===== src/rtl/cpu_debug_unit_pkg.sv =====
// cpu_debug_unit_pkg: shared FSM states, display selects and control-word width
package cpu_debug_unit_pkg;
  localparam int CTRL_W = 10;
  typedef enum logic [1:0] {HALT, RUN, STEP, WAIT} state_t;
  localparam logic [2:0] SEL_DBG   = 3'd0;
  localparam logic [2:0] SEL_NPC   = 3'd1;
  localparam logic [2:0] SEL_PC    = 3'd2;
  localparam logic [2:0] SEL_INSTR = 3'd3;
  localparam logic [2:0] SEL_RS    = 3'd4;
  localparam logic [2:0] SEL_RT    = 3'd5;
  localparam logic [2:0] SEL_ALU   = 3'd6;
  localparam logic [2:0] SEL_MRD   = 3'd7;
endpackage


===== src/rtl/cpu_debug_unit_if.sv =====
// cpu_debug_unit_if: CPU-side bus between the debug unit (master) and the CPU datapath (slave)
interface cpu_debug_unit_if #(parameter int WIDTH = 32, parameter int MADDR_W = 8, parameter int RADDR_W = 5);
  import cpu_debug_unit_pkg::*;
  logic               cpu_en;
  logic [WIDTH-1:0]   pc_in;
  logic [WIDTH-1:0]   npc_in;
  logic [WIDTH-1:0]   instr_in;
  logic [CTRL_W-1:0]  ctrl_in;
  logic [WIDTH-1:0]   rs_in;
  logic [WIDTH-1:0]   rt_in;
  logic [WIDTH-1:0]   alu_in;
  logic [WIDTH-1:0]   mrd_in;
  logic [RADDR_W-1:0] dbg_ra;
  logic [WIDTH-1:0]   dbg_rd;
  logic [MADDR_W-1:0] dbg_ma;
  logic [WIDTH-1:0]   dbg_md;
  modport master (
    output cpu_en, dbg_ra, dbg_ma,
    input  pc_in, npc_in, instr_in, ctrl_in, rs_in, rt_in, alu_in, mrd_in, dbg_rd, dbg_md
  );
  modport slave (
    input  cpu_en, dbg_ra, dbg_ma,
    output pc_in, npc_in, instr_in, ctrl_in, rs_in, rt_in, alu_in, mrd_in, dbg_rd, dbg_md
  );
endinterface


===== src/rtl/cpu_debug_unit_btn_sync.sv =====
// cpu_debug_unit_btn_sync: 2-flop synchronizer plus rising-edge one-cycle pulse
module cpu_debug_unit_btn_sync (
  input  logic clk,
  input  logic rst,
  input  logic i_btn,
  output logic o_level,
  output logic o_pulse
);
  logic r_meta, r_sync, r_prev;
  // synchronize the async button and keep one delayed copy for edge detection
  always_ff @(posedge clk or posedge rst)
    if (rst) {r_meta, r_sync, r_prev} <= '0;
    else {r_meta, r_sync, r_prev} <= {i_btn, r_meta, r_sync};
  assign o_level = r_sync;
  assign o_pulse = r_sync & ~r_prev;
endmodule


===== src/rtl/cpu_debug_unit.sv =====
// cpu_debug_unit: CPU clock-enable gating (run/step) and architectural-state readback display
module cpu_debug_unit
  import cpu_debug_unit_pkg::*;
#(
  parameter int WIDTH   = 32,
  parameter int MADDR_W = 8,
  parameter int RADDR_W = 5
) (
  input  logic              clk,
  input  logic              rst,
  input  logic              run,
  input  logic              step,
  input  logic              inc,
  input  logic              dec,
  input  logic              m_rf,
  input  logic [2:0]        sel,
  cpu_debug_unit_if.master  bus,
  output logic [WIDTH-1:0]  disp,
  output logic [15:0]       led
);
  state_t             r_state, w_next;
  logic               r_cpu_en, r_run_meta, r_run_s;
  logic               w_step_s, w_step_p, w_inc_p, w_dec_p;
  logic [1:0]         w_unused_lvl;
  logic [MADDR_W-1:0] r_addr;
  logic [WIDTH-1:0]   w_disp;
  logic [15:0]        w_led;

  cpu_debug_unit_btn_sync u_step (.clk(clk), .rst(rst), .i_btn(step), .o_level(w_step_s),        .o_pulse(w_step_p));
  cpu_debug_unit_btn_sync u_inc  (.clk(clk), .rst(rst), .i_btn(inc),  .o_level(w_unused_lvl[0]), .o_pulse(w_inc_p));
  cpu_debug_unit_btn_sync u_dec  (.clk(clk), .rst(rst), .i_btn(dec),  .o_level(w_unused_lvl[1]), .o_pulse(w_dec_p));

  // run is a level switch, so it only needs the synchronizer, no edge detect
  always_ff @(posedge clk or posedge rst)
    if (rst) {r_run_meta, r_run_s} <= '0;
    else {r_run_meta, r_run_s} <= {run, r_run_meta};

  // next-state logic; run always wins, WAIT holds until the step button is released
  always_comb begin
    w_next = r_state;
    case (r_state)
      HALT:    w_next = r_run_s ? RUN : w_step_p ? STEP : HALT;
      RUN:     w_next = r_run_s ? RUN : HALT;
      STEP:    w_next = WAIT;
      WAIT:    w_next = r_run_s ? RUN : w_step_s ? WAIT : HALT;
      default: w_next = HALT;
    endcase
  end

  // state register with registered cpu_en so the enable is glitch-free
  always_ff @(posedge clk or posedge rst)
    if (rst) begin
      r_state  <= HALT;
      r_cpu_en <= 1'b0;
    end else begin
      r_state  <= w_next;
      r_cpu_en <= (w_next == RUN) || (w_next == STEP);
    end

  // debug address counter; simultaneous inc and dec cancel out, wraps naturally
  always_ff @(posedge clk or posedge rst)
    if (rst) r_addr <= '0;
    else r_addr <= r_addr + MADDR_W'(w_inc_p) - MADDR_W'(w_dec_p);

  // display source select
  always_comb begin
    w_disp = '0;
    case (sel)
      SEL_DBG:   w_disp = m_rf ? bus.dbg_md : bus.dbg_rd;
      SEL_NPC:   w_disp = bus.npc_in;
      SEL_PC:    w_disp = bus.pc_in;
      SEL_INSTR: w_disp = bus.instr_in;
      SEL_RS:    w_disp = bus.rs_in;
      SEL_RT:    w_disp = bus.rt_in;
      SEL_ALU:   w_disp = bus.alu_in;
      SEL_MRD:   w_disp = bus.mrd_in;
      default:   w_disp = '0;
    endcase
  end

  assign w_led = (sel != SEL_DBG) ? {bus.ctrl_in, 6'b0} : {m_rf, 7'b0, 8'(r_addr)};

  // display and led registers, refreshed every cycle
  always_ff @(posedge clk or posedge rst)
    if (rst) begin
      disp <= '0;
      led  <= '0;
    end else begin
      disp <= w_disp;
      led  <= w_led;
    end

  assign bus.cpu_en = r_cpu_en;
  assign bus.dbg_ma = r_addr;
  assign bus.dbg_ra = r_addr[RADDR_W-1:0];
endmodule


===== src/flat_wrapper.sv =====
// flat-port wrapper written by rule: the top's interface ports become plain ports
module cpu_debug_unit_flat import cpu_debug_unit_pkg::*;
#(
  parameter int WIDTH   = 32,
  parameter int MADDR_W = 8,
  parameter int RADDR_W = 5
)
  (clk, rst, run, step, inc, dec, m_rf, sel, disp, led, bus_cpu_en, bus_dbg_ra, bus_dbg_ma, bus_pc_in, bus_npc_in, bus_instr_in, bus_ctrl_in, bus_rs_in, bus_rt_in, bus_alu_in, bus_mrd_in, bus_dbg_rd, bus_dbg_md);
  cpu_debug_unit_if #(.WIDTH(WIDTH), .MADDR_W(MADDR_W), .RADDR_W(RADDR_W)) bus_i ();
  input  logic clk;
  input  logic rst;
  input  logic run;
  input  logic step;
  input  logic inc;
  input  logic dec;
  input  logic m_rf;
  input  logic [2:0] sel;
  output logic [WIDTH-1:0] disp;
  output logic [15:0] led;
  output wire logic [$bits(bus_i.cpu_en)-1:0] bus_cpu_en;
  output wire logic [$bits(bus_i.dbg_ra)-1:0] bus_dbg_ra;
  output wire logic [$bits(bus_i.dbg_ma)-1:0] bus_dbg_ma;
  input wire logic [$bits(bus_i.pc_in)-1:0] bus_pc_in;
  input wire logic [$bits(bus_i.npc_in)-1:0] bus_npc_in;
  input wire logic [$bits(bus_i.instr_in)-1:0] bus_instr_in;
  input wire logic [$bits(bus_i.ctrl_in)-1:0] bus_ctrl_in;
  input wire logic [$bits(bus_i.rs_in)-1:0] bus_rs_in;
  input wire logic [$bits(bus_i.rt_in)-1:0] bus_rt_in;
  input wire logic [$bits(bus_i.alu_in)-1:0] bus_alu_in;
  input wire logic [$bits(bus_i.mrd_in)-1:0] bus_mrd_in;
  input wire logic [$bits(bus_i.dbg_rd)-1:0] bus_dbg_rd;
  input wire logic [$bits(bus_i.dbg_md)-1:0] bus_dbg_md;
  assign bus_cpu_en = bus_i.cpu_en;
  assign bus_dbg_ra = bus_i.dbg_ra;
  assign bus_dbg_ma = bus_i.dbg_ma;
  assign bus_i.pc_in = bus_pc_in;
  assign bus_i.npc_in = bus_npc_in;
  assign bus_i.instr_in = bus_instr_in;
  assign bus_i.ctrl_in = bus_ctrl_in;
  assign bus_i.rs_in = bus_rs_in;
  assign bus_i.rt_in = bus_rt_in;
  assign bus_i.alu_in = bus_alu_in;
  assign bus_i.mrd_in = bus_mrd_in;
  assign bus_i.dbg_rd = bus_dbg_rd;
  assign bus_i.dbg_md = bus_dbg_md;
  cpu_debug_unit #(.WIDTH(WIDTH), .MADDR_W(MADDR_W), .RADDR_W(RADDR_W)) u_core (.clk(clk), .rst(rst), .run(run), .step(step), .inc(inc), .dec(dec), .m_rf(m_rf), .sel(sel), .bus(bus_i), .disp(disp), .led(led));
endmodule

===== config.mk =====
export PLATFORM = sky130hd
export DESIGN_NAME = cpu_debug_unit_flat
export DESIGN_NICKNAME = d
export VERILOG_FILES = /design/src/rtl/cpu_debug_unit_pkg.sv /design/src/rtl/cpu_debug_unit_if.sv /design/src/rtl/cpu_debug_unit_btn_sync.sv /design/src/rtl/cpu_debug_unit.sv /design/src/flat_wrapper.sv
export SDC_FILE = /design/constraint.sdc
export NUM_CORES = 1
export LEC_CHECK = 0
export CORE_AREA = 2 2 144 146
export DETAILED_ROUTE_END_ITERATION = 16
export DIE_AREA = 0 0 146 148
export MAX_ROUTING_LAYER = met4
export REMOVE_ABC_BUFFERS = 1
export SLEW_MARGIN = 15
export SYNTH_ARGS = -nofsm -noshare
export SYNTH_HDL_FRONTEND = slang
export SYNTH_SLANG_ARGS = --single-unit

===== constraint.sdc =====
create_clock -name clk -period 3.1 [get_ports clk]
set_input_delay 0.62 -clock clk [delete_from_list [all_inputs] [get_ports clk]]
set_output_delay 0.62 -clock clk [all_outputs]
set_load 0.005 [all_outputs]

==> results.toml, run 1 <==
[worst_setup_path]
cp-start-kind = "flop"
worst_setup_path_type = "reg2reg"
worst_path_cell_trace = "nor2b_1, ha_1, inv_1, ha_1, inv_1, fa_1, nor2b_1, o31a_1, or4b_1, nand3_1"
crit-reg2reg-launch = "u_core.u_dec.o_level"
r2r_setup_slack_ns = 0.83
r2r.worst_path.cells = 10
critical_path_peak_fanout = 3
critPathCaptureType = "flop"
worstReg2RegEnd = "u_core.bus.dbg_ma[6]"
cp.required_ns = 3.38
cpMaxStageDelayCell = "or4b_1"
worstPathArrival_ns = 2.54
max_stage_delay_ns = 0.46
critical_path.n_buffers_inverters = 2
critical-path-top-delay-family = "simple AND/OR/NAND/NOR gates"

[place]
place.detailed.instances = 1101
placement.io_buffers = 369
dp_hpwl_um = 17000
dpl_cell_area_mm2 = 0.00874
gpl.final_weighted_congestion = 0.802

[detailed_routing]
detail_route.drc_violations = 0
routedWlPerCell_um = 19.4
totalWireLength_um = 21700
firstDrtPassIters = 5
detail-route-antenna-nets = 0
viasPerCell = 4.75
first_iter_violations = 201
dr_total_vias = 5315

[global_routing]
wire_length_of_the_first_global_routing_pass_um = 32700
number_of_antenna_violations_at_the_first_check_in_global_routing = 1
grt_max_degree = 44
first_global_vias = 5599
globalRouteTotalUtil_pct = 20.5
gr-total-overflow = 0

[sta]
final.setup_skew_ns = 0.00300
finalCriticalPeriod_ns = 2.27
crit_share_post_route_pct = 73.1
worstMarginPinSlew_ns = 0.581
maxSlewHeadroom_pct = 61.3
maxSlewViolCount = 0
rsz0062_at_grt = "no"
timing.final.hold_violations = 0
setup_viol_count_final = 0
fin_setup_tns_ns = 0
fmax_mhz = 441

[final_layout]
finalNetCount = 1159
fin_util_pct = 45.1
fin_cells = 1118
design_area_mm2 = 0.00903
drive_above_1_share_pct = 5.08
synthesis_to_finish_area_growth_pct = 85.9

[clock_network]
cts-resized-gates = 0
tritoncts.num_buffers = 9
ctsRootBufferMaster = "clkbuf_16"
worst_setup_hold_path_clk_slew_ns = 0.06
cts.sink_count = 70
skew_pair_late_insertion_delay_ns = 0.34
postCtsSetupRepairBufs = 0
tritoncts = "done"
cts_hold_buf = 0
cts_max_level = 3
clock_path_buffers = 2

[min_path]
timing.hold.worst_endpoint = "u_core.u_dec.o_level"
hp-start = "u_core.u_dec.r_meta"
hold_crit_depth = 0
min-delay-path-class = "reg2reg"

[floorplan]
die_y_um = 148
die_area_mm2 = 0.0216
effective_utilization_at_floorplan_pct = 24.2
floorplan.die.width_um = 146
pin_count = 370
fp-row-count = 52
core_box_area_mm2 = 0.0200

[power_and_ir_drop]
leakage_power_nw = 3.60
power.density_mw_per_mm2 = 430
peakVddDrop_uv = 266

[synth]
synth-warning-count = 0
synthDominantAreaCellType = "dfrtp_1"
leading_cell_types_by_total_area_after_synthesis = "dfrtp_1 (36%), mux2i_1 (13%), a21oi_1 (5.7%)"
synth.yosys.seq_area_share_pct = 36.1
post_synth_instance_area_mm2 = 0.00486
async_reset_ff_share_pct = 100
synth_top_cells_by_count = "dfrtp_1 (70), mux2i_1 (65), a21oi_1 (55)"
synth.avg_cell_area_um2 = 9.71
top_cell_type_s_share_of_synthesized_area_pct = 36.1
synth_edf_count = 0
synth.distinct_cells = 39
synthCells = 500
seq_cells_post_synth = 70
synth_most_common_cell = "dfrtp_1"
synthFlopType = "dfrtp_1"

[flow_run]
maxCapViolations = 0

[status]
result_of_the_run = "finished clean"
[metal layers]
| metal | wire (um) | track usage (%) | share of wire (%) | vias up |
|---|---|---|---|---|
| li1 | - | - | - | 2568 |
| met1 | 9170 | 25.2 | 42 | 2465 |
| met2 | 10600 | 34.0 | 49 | 247 |
| met3 | 1300 | 4.44 | 6.0 | 35 |
| met4 | 565 | 6.46 | 2.6 | 0 |
| met5 | 0 | - | 0 | - |
[registers in the layout (all words and copies together) (netlist names)]
name	flops
u_core.disp	32
u_core.led	16
u_core.bus.dbg_ma	8
u_core.r_state	2
u_core.bus.cpu_en	1
u_core.r_run_meta	1
u_core.r_run_s	1
u_core.u_dec.o_level	1
u_core.u_dec.r_meta	1
u_core.u_dec.r_prev	1
u_core.u_inc.o_level	1
u_core.u_inc.r_meta	1
u_core.u_inc.r_prev	1
u_core.u_step.o_level	1
u_core.u_step.r_meta	1
u_core.u_step.r_prev	1
[worst max path at each step]
| stage | from | to | slack (ns) | depth (start not counted) |
|---|---|---|---|---|
| 5_1_grt | u_core.u_dec.o_level | u_core.bus.dbg_ma[6] | 0.69 | 10 |
| 4_1_cts | u_core.u_dec.o_level | u_core.bus.dbg_ma[6] | 0.81 | 10 |
| 3_5_place_dp | sel[0] | u_core.disp[31] | 0.55 | 6 |
| 3_3_place_gp | sel[0] | u_core.disp[19] | 0.60 | 6 |
| 6_report | u_core.u_dec.o_level | u_core.bus.dbg_ma[6] | 0.83 | 10 |
| 2_1_floorplan | sel[2] | u_core.disp[0] | 0.25 | 4 |
[layout make-up]
class | count | area [um2]
Antenna cell | 1 | 2.50
Clock buffer | 9 | 225
Clock inverter | 7 | 63.8
Fill cell | 2002 | 11000
Inverter | 15 | 57.6
Multi-Input combinational cell | 361 | 2730
Sequential cell | 70 | 1750
Tap cell | 270 | 338
Timing Repair Buffer | 385 | 3860
[logic make-up (layout without fill, tap and decap cells)]
logic type                 count (synthesis)  in the layout  synth area share [%]
xor gates and xnor gates                   4              4                 0.721
buffers and inverters                     69            416                  7.94
other                                      0              1                     0
muxes                                     68             68                  14.1
and+or+nand+nor                          100            100                  13.6
AOI/OAI and AO/OA                        180            180                  25.1
DFF                                       70             70                  36.1
adders and majority gates                  9              9                  2.47
[per-stage QoR]
step / hold WS (ns) / worst slack [ns] / power (W)
final: 0.350 / 0.835 / 0.00388
after global routing: 0.366 / 0.689 / 0.00416
after floorplan: 0.331 / 0.255 / 0.00191
after detailed placement: 0.338 / 0.553 / 0.00289
after global placement: 0.331 / 0.603 / 0.00287
after CTS: 0.353 / 0.810 / 0.00395
[where the power goes]
part           internal, W  total (W)  switching [W]
clock network     0.000562    0.00103       0.000468
registers          0.00106    0.00114      0.0000859
logic              0.00104    0.00171       0.000677
total              0.00265    0.00388        0.00123
[placed cells by master, fill, tap and decap left out, drive strengths merged, types with 3 or more instances in the layout]
| cell | instances |
|---|---|
| clkdlybuf4s50 | 366 |
| dfrtp | 70 |
| mux2i | 65 |
| a21oi | 55 |
| nor2b | 45 |
| nand3b | 36 |
| o22ai | 32 |
| a211oi | 20 |
| inv | 19 |
| buf | 19 |
| a22o | 18 |
| a22oi | 14 |
| a221oi | 14 |
| a2bb2oi | 14 |
| clkbuf | 9 |
| ha | 8 |
| o21ai | 6 |
| nor3 | 6 |
| nor2 | 5 |
| xnor2 | 4 |
| nand2 | 3 |
| mux2 | 3 |
No activity file was read; power rests on OpenSTA's default activity.
==> run 2: changes to the inputs <==
clock period = 2 ns   (was 3.1 ns; I/O delays follow)
==> results.toml, run 2 <==
[synth]
synthDominantAreaCellType = "dfrtp_1"
synth_top_cells_by_count = "dfrtp_1 (70), mux2i_1 (65), a21oi_1 (55)"
synth_most_common_cell = "dfrtp_1"
synthFlopType = "dfrtp_1"
leading_cell_types_by_total_area_after_synthesis = "dfrtp_1 (36%), mux2i_1 (13%), a21oi_1 (5.7%)"
synth.yosys.seq_area_share_pct = 36.1
synth.distinct_cells = 39
async_reset_ff_share_pct = 100
synthCells = 500
synth.avg_cell_area_um2 = 9.71
synth-warning-count = 0
synth_edf_count = 0
post_synth_instance_area_mm2 = 0.00486
top_cell_type_s_share_of_synthesized_area_pct = 36.1
seq_cells_post_synth = 70

[status]
flow.stopped_at = "5_2_route"
result_of_the_run = "aborted with a tool error"
error = "[ERROR DRT-0255] Maze Route cannot find path of net clk in worker of routeBox ( 96600 0 ) ( 146000 48300 )."

[floorplan]
floorplan.die.width_um = 146
effective_utilization_at_floorplan_pct = 24.2
pin_count = 370
die_y_um = 148
fp-row-count = 52

[place]
placement.io_buffers = 369
dpl_cell_area_mm2 = 0.00895
gpl.final_weighted_congestion = 0.814
dp_hpwl_um = 16900

[clock_network]
tritoncts.num_buffers = 9
clock_path_buffers = 2
cts.sink_count = 70
ctsRootBufferMaster = "clkbuf_16"
cts_max_level = 3

[global_routing]
globalRouteTotalUtil_pct = 20.4
gr-total-overflow = 0
number_of_antenna_violations_at_the_first_check_in_global_routing = 1
grt_max_degree = 71
first_global_vias = 5652
wire_length_of_the_first_global_routing_pass_um = 32500

[sta]
worstEndpointGrtRepair = "u_core.bus.dbg_ma[6]$_DFF_PP0_/D"
timing.repair.worst_endpoint_type = "sequential cell input"
==> run 2: per-stage QoR <==
stage / worst slack, ns / instances / utilization [%] / hold WS, ns
after floorplan: -0.625 / 446 / - / 0.331
after global placement: -0.162 / 1121 / 44.7 / 0.334
after detailed placement: -0.190 / 1121 / 44.7 / 0.335
after CTS: -0.199 / 1138 / 46.3 / 0.350
after global routing: -0.236 / 1139 / 46.3 / 0.352
==> run 2: what timing repair did <==
item | 4_1_cts | 5_1_grt
hold buffers | 0 | 0
setup endpoints to repair | 1 | 3
pin swaps | 3 | 2
gates resized for setup | 4 | 1
setup buffers | 1 | 0
==> run 2: cell families after synthesis <==
| kind of cell | after synthesis | share of synthesized area, % |
|---|---|---|
| AO/OA/AOI/OAI | 180 | 25.1 |
| XOR/XNOR | 4 | 0.721 |
| adder cells (fa/ha/maj) | 9 | 2.47 |
| buffers and inverters | 69 | 7.94 |
| flip-flops | 70 | 36.1 |
| multiplexers | 68 | 14.1 |
| AND/OR/NAND/NOR | 100 | 13.6 |
==> run 2: layer usage <==
layer  track usage, %
met5                -
met4             5.49
met3             4.57
met2             34.7
met1             24.6
==> run 3: changes to the inputs <==
CORE_AREA = unset   (was 2 2 144 146)
CORE_MARGIN = 2   (was unset)
CORE_UTILIZATION = 25   (was unset)
DIE_AREA = unset   (was 0 0 146 148)
MAX_ROUTING_LAYER = unset   (was met4)
PLACE_DENSITY_LB_ADDON = 0.15   (was unset)
clock period = 2.6 ns   (was 2 ns; I/O delays follow)
==> results.toml, run 3 (synthesis gave the netlist of run 1 again) <==
[floorplan]
core_box_area_mm2 = 0.0189
die_y_um = 143
pin_count = 370
die_area_mm2 = 0.0206
fp-row-count = 50
floorplan.die.width_um = 143
effective_utilization_at_floorplan_pct = 25.7

[power_and_ir_drop]
power.density_mw_per_mm2 = 534
internal_power_w = 0.00336
share_comb_of_total_power_pct = 42.9
leakage_power_nw = 3.65
peakVddDrop_uv = 301
netSwitchingFraction_pct = 30.9
total_switching_power_w = 0.00150
power.clock.fraction_pct = 28.7
power_w = 0.00486
p_seq_share_pct = 28.4

[detailed_routing]
totalWireLength_um = 21600
firstDrtPassIters = 4
detail-route-antenna-nets = 0
routedWlPerCell_um = 19.5
first_iter_violations = 200
dr_total_vias = 5415
viasPerCell = 4.87
detail_route.drc_violations = 0

[global_routing]
first_global_vias = 5667
wire_length_of_the_first_global_routing_pass_um = 31300
gr-total-overflow = 0
grt_max_degree = 81
number_of_antenna_violations_at_the_first_check_in_global_routing = 0
globalRouteTotalUtil_pct = 20.1

[clock_network]
clock_path_buffers = 2
tritoncts = "done"
cts.sink_count = 70
cts-resized-gates = 0
cts_hold_buf = 0
skew_pair_late_insertion_delay_ns = 0.33
postCtsSetupRepairBufs = 0
ctsRootBufferMaster = "clkbuf_16"
tritoncts.num_buffers = 9
cts_max_level = 3
worst_setup_hold_path_clk_slew_ns = 0.06

[final_layout]
fin_util_pct = 48.2
final_cell_mix = "clkdlybuf4s50_1 (366), dfrtp_1 (70), mux2i_1 (65)"
largest_register_ffs = 32
registers.top_by_ff_count = "u_core.disp"
synthesis_to_finish_area_growth_pct = 87.6
antenna-diode-count = 0
drive_above_1_share_pct = 5.52
finalNetCount = 1163
nFillCells = 1806
most_common_cell_after_layout_fill_and_taps_aside = "clkdlybuf4s50_1"

[sta]
setup_viol_count_final = 0
worstMarginPinSlew_ns = 0.515
final_critical_path_setup_slack_ns = 0.330
final.setup_skew_ns = 0.00548
timing.final.hold_violations = 0
finalCriticalPeriod_ns = 2.27
fmax_mhz = 440
maxSlewViolCount = 0
maxSlewHeadroom_pct = 65.7
rsz0062_at_grt = "no"
crit_share_post_route_pct = 87.3

[worst_setup_path]
worst_setup_path_type = "reg2reg"
r2r.worst_path.cells = 10
worstReg2RegEnd = "u_core.bus.dbg_ma[6]"
worstPathArrival_ns = 2.54
cp-start-kind = "flop"
critical_path_peak_fanout = 3
crit-reg2reg-launch = "u_core.u_dec.o_level"
critPathCaptureType = "flop"
cp.required_ns = 2.87
r2r_setup_slack_ns = 0.33

[flow_run]
maxCapViolations = 0

[place]
placement.io_buffers = 369
dp_hpwl_um = 16900
gpl.final_weighted_congestion = 0.843
dpl_worst_slack_ns = 0.199

[min_path]
timing.hold.worst_endpoint = "u_core.u_step.o_level"
hold_crit_depth = 0
min-delay-path-class = "reg2reg"
hp-start = "u_core.u_step.r_meta"

[status]
result_of_the_run = "finished clean"
run 3: worst max-delay path by stage:
stage	start	endpoint	slack, ns	depth (start not counted)
2_1_floorplan	sel[2]	u_core.disp[0]	-0.15	4
3_3_place_gp	sel[0]	u_core.disp[0]	0.22	6
3_5_place_dp	sel[0]	u_core.disp[0]	0.20	6
4_1_cts	u_core.u_dec.o_level	u_core.bus.dbg_ma[6]	0.32	10
5_1_grt	u_core.u_dec.o_level	u_core.bus.dbg_ma[6]	0.20	10
6_report	u_core.u_dec.o_level	u_core.bus.dbg_ma[6]	0.33	10
run 3: layout make-up:
type	instances	area [um2]	area share (%)
clock buffers	9	225	2.47
well taps	260	325	3.57
flip-flops and latches	70	1750	19.2
inverters	15	57.6	0.632
repair buffers	389	3920	43.0
multi-input cells	361	2730	29.9
clock inverters	7	105	1.15
run 3: worst max-delay path, stage by stage (launching register included):
cell	delay, ns
dfrtp_1	0.37
nor2b_1	0.13
ha_1	0.26
inv_1	0.04
ha_1	0.20
inv_1	0.08
fa_1	0.21
nor2b_1	0.07
o31a_1	0.26
or4b_1	0.48
nand3_1	0.10
run 3: power by group through the flow:
stage	registers [W]	clock network [W]	logic (W)
final	0.00138	0.00140	0.00208
after global routing	0.00140	0.00147	0.00226
after global placement	0.00139	0	0.00203
after CTS	0.00138	0.00143	0.00209
after detailed placement	0.00140	0	0.00207
after floorplan	0.00139	0	0.000880
run 3: per-stage QoR:
step | hold WS [ns] | TNS (ns) | area [um2] | cells
floorplan | 0.331 | -2.16 | 4530 | 446
global placement | 0.334 | 0 | 8780 | 1095
detailed placement | 0.338 | 0 | 8780 | 1095
CTS | 0.355 | 0 | 9110 | 1111
global route | 0.363 | 0 | 9110 | 1111
finish | 0.351 | 0 | 9110 | 1111
run 3: metal layers:
metal  track usage, %  part of all wire [%]  vias to the layer above
met1             23.4                    40                     2579
met4             6.60                   2.3                        0
li1                 -                     -                     2576
met5                0                     0                        -
met2             37.1                    52                      226
met3             3.80                   5.7                       34
==> run 4: changes to the inputs <==
CELL_PAD_IN_SITES_DETAIL_PLACEMENT = 1   (was unset)
CELL_PAD_IN_SITES_GLOBAL_PLACEMENT = 1   (was unset)
CORE_UTILIZATION = 24   (was 25)
==> results.toml, run 4 (synthesis gave the netlist of run 1 again) <==
[power_and_ir_drop]
power.density_mw_per_mm2 = 538
share_comb_of_total_power_pct = 43.5
total_switching_power_w = 0.00152
p_seq_share_pct = 27.9
power_w = 0.00490
peakVddDrop_uv = 323
power.clock.fraction_pct = 28.6
netSwitchingFraction_pct = 31.0
internal_power_w = 0.00338
leakage_power_nw = 3.63

[global_routing]
wire_length_of_the_first_global_routing_pass_um = 35600
gr-total-overflow = 0
first_global_vias = 6149
globalRouteTotalUtil_pct = 22.0
grt_max_degree = 48
number_of_antenna_violations_at_the_first_check_in_global_routing = 6

[min_path]
hp-start = "u_core.u_inc.r_meta"
hold_crit_depth = 0
min-delay-path-class = "reg2reg"
timing.hold.worst_endpoint = "u_core.u_inc.o_level"

[sta]
maxSlewViolCount = 0
rsz0062_at_grt = "no"
maxSlewHeadroom_pct = 62.6
crit_share_post_route_pct = 91.1
worstMarginPinSlew_ns = 0.561
fmax_mhz = 422
finalCriticalPeriod_ns = 2.37
timing.final.hold_violations = 0
final.setup_skew_ns = 0.00794
setup_viol_count_final = 0

[worst_setup_path]
crit-reg2reg-launch = "u_core.u_dec.o_level"
r2r.worst_path.cells = 10
critical_path_peak_fanout = 3
worst_setup_path_type = "reg2reg"
cp.required_ns = 2.87
critical_path_origin = "u_core.u_dec.o_level"
worstPathArrival_ns = 2.64
r2r_setup_slack_ns = 0.23
cp-start-kind = "flop"
critPathCaptureType = "flop"
worstReg2RegEnd = "u_core.bus.dbg_ma[6]"

[floorplan]
die_y_um = 146
floorplan.die.width_um = 146
effective_utilization_at_floorplan_pct = 24.2
die_area_mm2 = 0.0214
core_box_area_mm2 = 0.0200
fp-row-count = 52
pin_count = 370

[place]
placement.io_buffers = 369
place.detailed.instances = 1103
gpl.final_weighted_congestion = 0.862
dp_hpwl_um = 19300

[final_layout]
seq_area_mm2 = 0.00175
nFillCells = 2284
fin_cells = 1122
final_cell_mix = "clkdlybuf4s50_1 (366), dfrtp_1 (70), mux2i_1 (65)"
most_common_cell_after_layout_fill_and_taps_aside = "clkdlybuf4s50_1"
largest_register_ffs = 32
drive_above_1_share_pct = 5.30
multiInputGateArea_mm2 = 0.00273
synthesis_to_finish_area_growth_pct = 87.5
finalNetCount = 1161
registers.top_by_ff_count = "u_core.disp"
fin_util_pct = 45.4

[detailed_routing]
totalWireLength_um = 24000
viasPerCell = 4.87
dr_total_vias = 5463
detail_route.drc_violations = 0
firstDrtPassIters = 4
routedWlPerCell_um = 21.4
first_iter_violations = 115
detail-route-antenna-nets = 0

[clock_network]
tritoncts = "done"
skew_pair_late_insertion_delay_ns = 0.34
cts_hold_buf = 0
postCtsSetupRepairBufs = 0
cts.sink_count = 70
cts-resized-gates = 0
ctsRootBufferMaster = "clkbuf_16"
cts_max_level = 3
clock_path_buffers = 2
worst_setup_hold_path_clk_slew_ns = 0.07
tritoncts.num_buffers = 9

[flow_run]
maxCapViolations = 0

[status]
result_of_the_run = "finished clean"
[run 4: how the worst max path moves through the flow]
stage                            to
2_1_floorplan        u_core.disp[0]
3_3_place_gp        u_core.disp[11]
3_5_place_dp        u_core.disp[12]
4_1_cts        u_core.bus.dbg_ma[6]
5_1_grt        u_core.bus.dbg_ma[6]
6_report       u_core.bus.dbg_ma[6]
[run 4: per-layer routing]
metal	global-route usage (%)	vias up	wire (um)
met5	0	-	34
li1	-	2575	-
met3	5.22	41	1440
met2	41.9	205	12800
met1	23.3	2638	8970
met4	8.20	4	743
[run 4: power by group through the flow]
stage,sequential [W],clock (W),combinational (W)
6_report,0.00136,0.00140,0.00213
2_1_floorplan,0.00139,0,0.000880
3_3_place_gp,0.00138,0,0.00203
5_1_grt,0.00139,0.00148,0.00232
4_1_cts,0.00137,0.00143,0.00214
3_5_place_dp,0.00139,0,0.00212
[run 4: layout make-up]
type	instances	area share, %
sequential	70	19.2
tap	270	3.71
clock inverter	6	1.03
multi-input combinational	361	29.9
inverter	15	0.632
antenna	3	0.0825
clock buffer	10	2.62
timing repair buffer	387	42.7
[run 4: stage by stage]
step	setup slack (ns)	hold slack, ns	setup TNS, ns	instance area, um2
after global placement	0.295	0.332	0	8760
after CTS	0.211	0.353	0	9100
after global routing	0.0945	0.354	0	9100
final	0.231	0.349	0	9100
after detailed placement	0.227	0.339	0	8760
after floorplan	-0.145	0.331	-2.16	4530
[run 4: critical path: stages (launching register included)]
cell     delay (ns)
dfrtp_1        0.37
nor2b_1        0.13
ha_1           0.26
inv_1          0.04
ha_1           0.23
inv_1          0.11
fa_1           0.22
nor2b_1        0.08
o31a_1         0.27
or4b_1         0.49
nand3_1        0.10
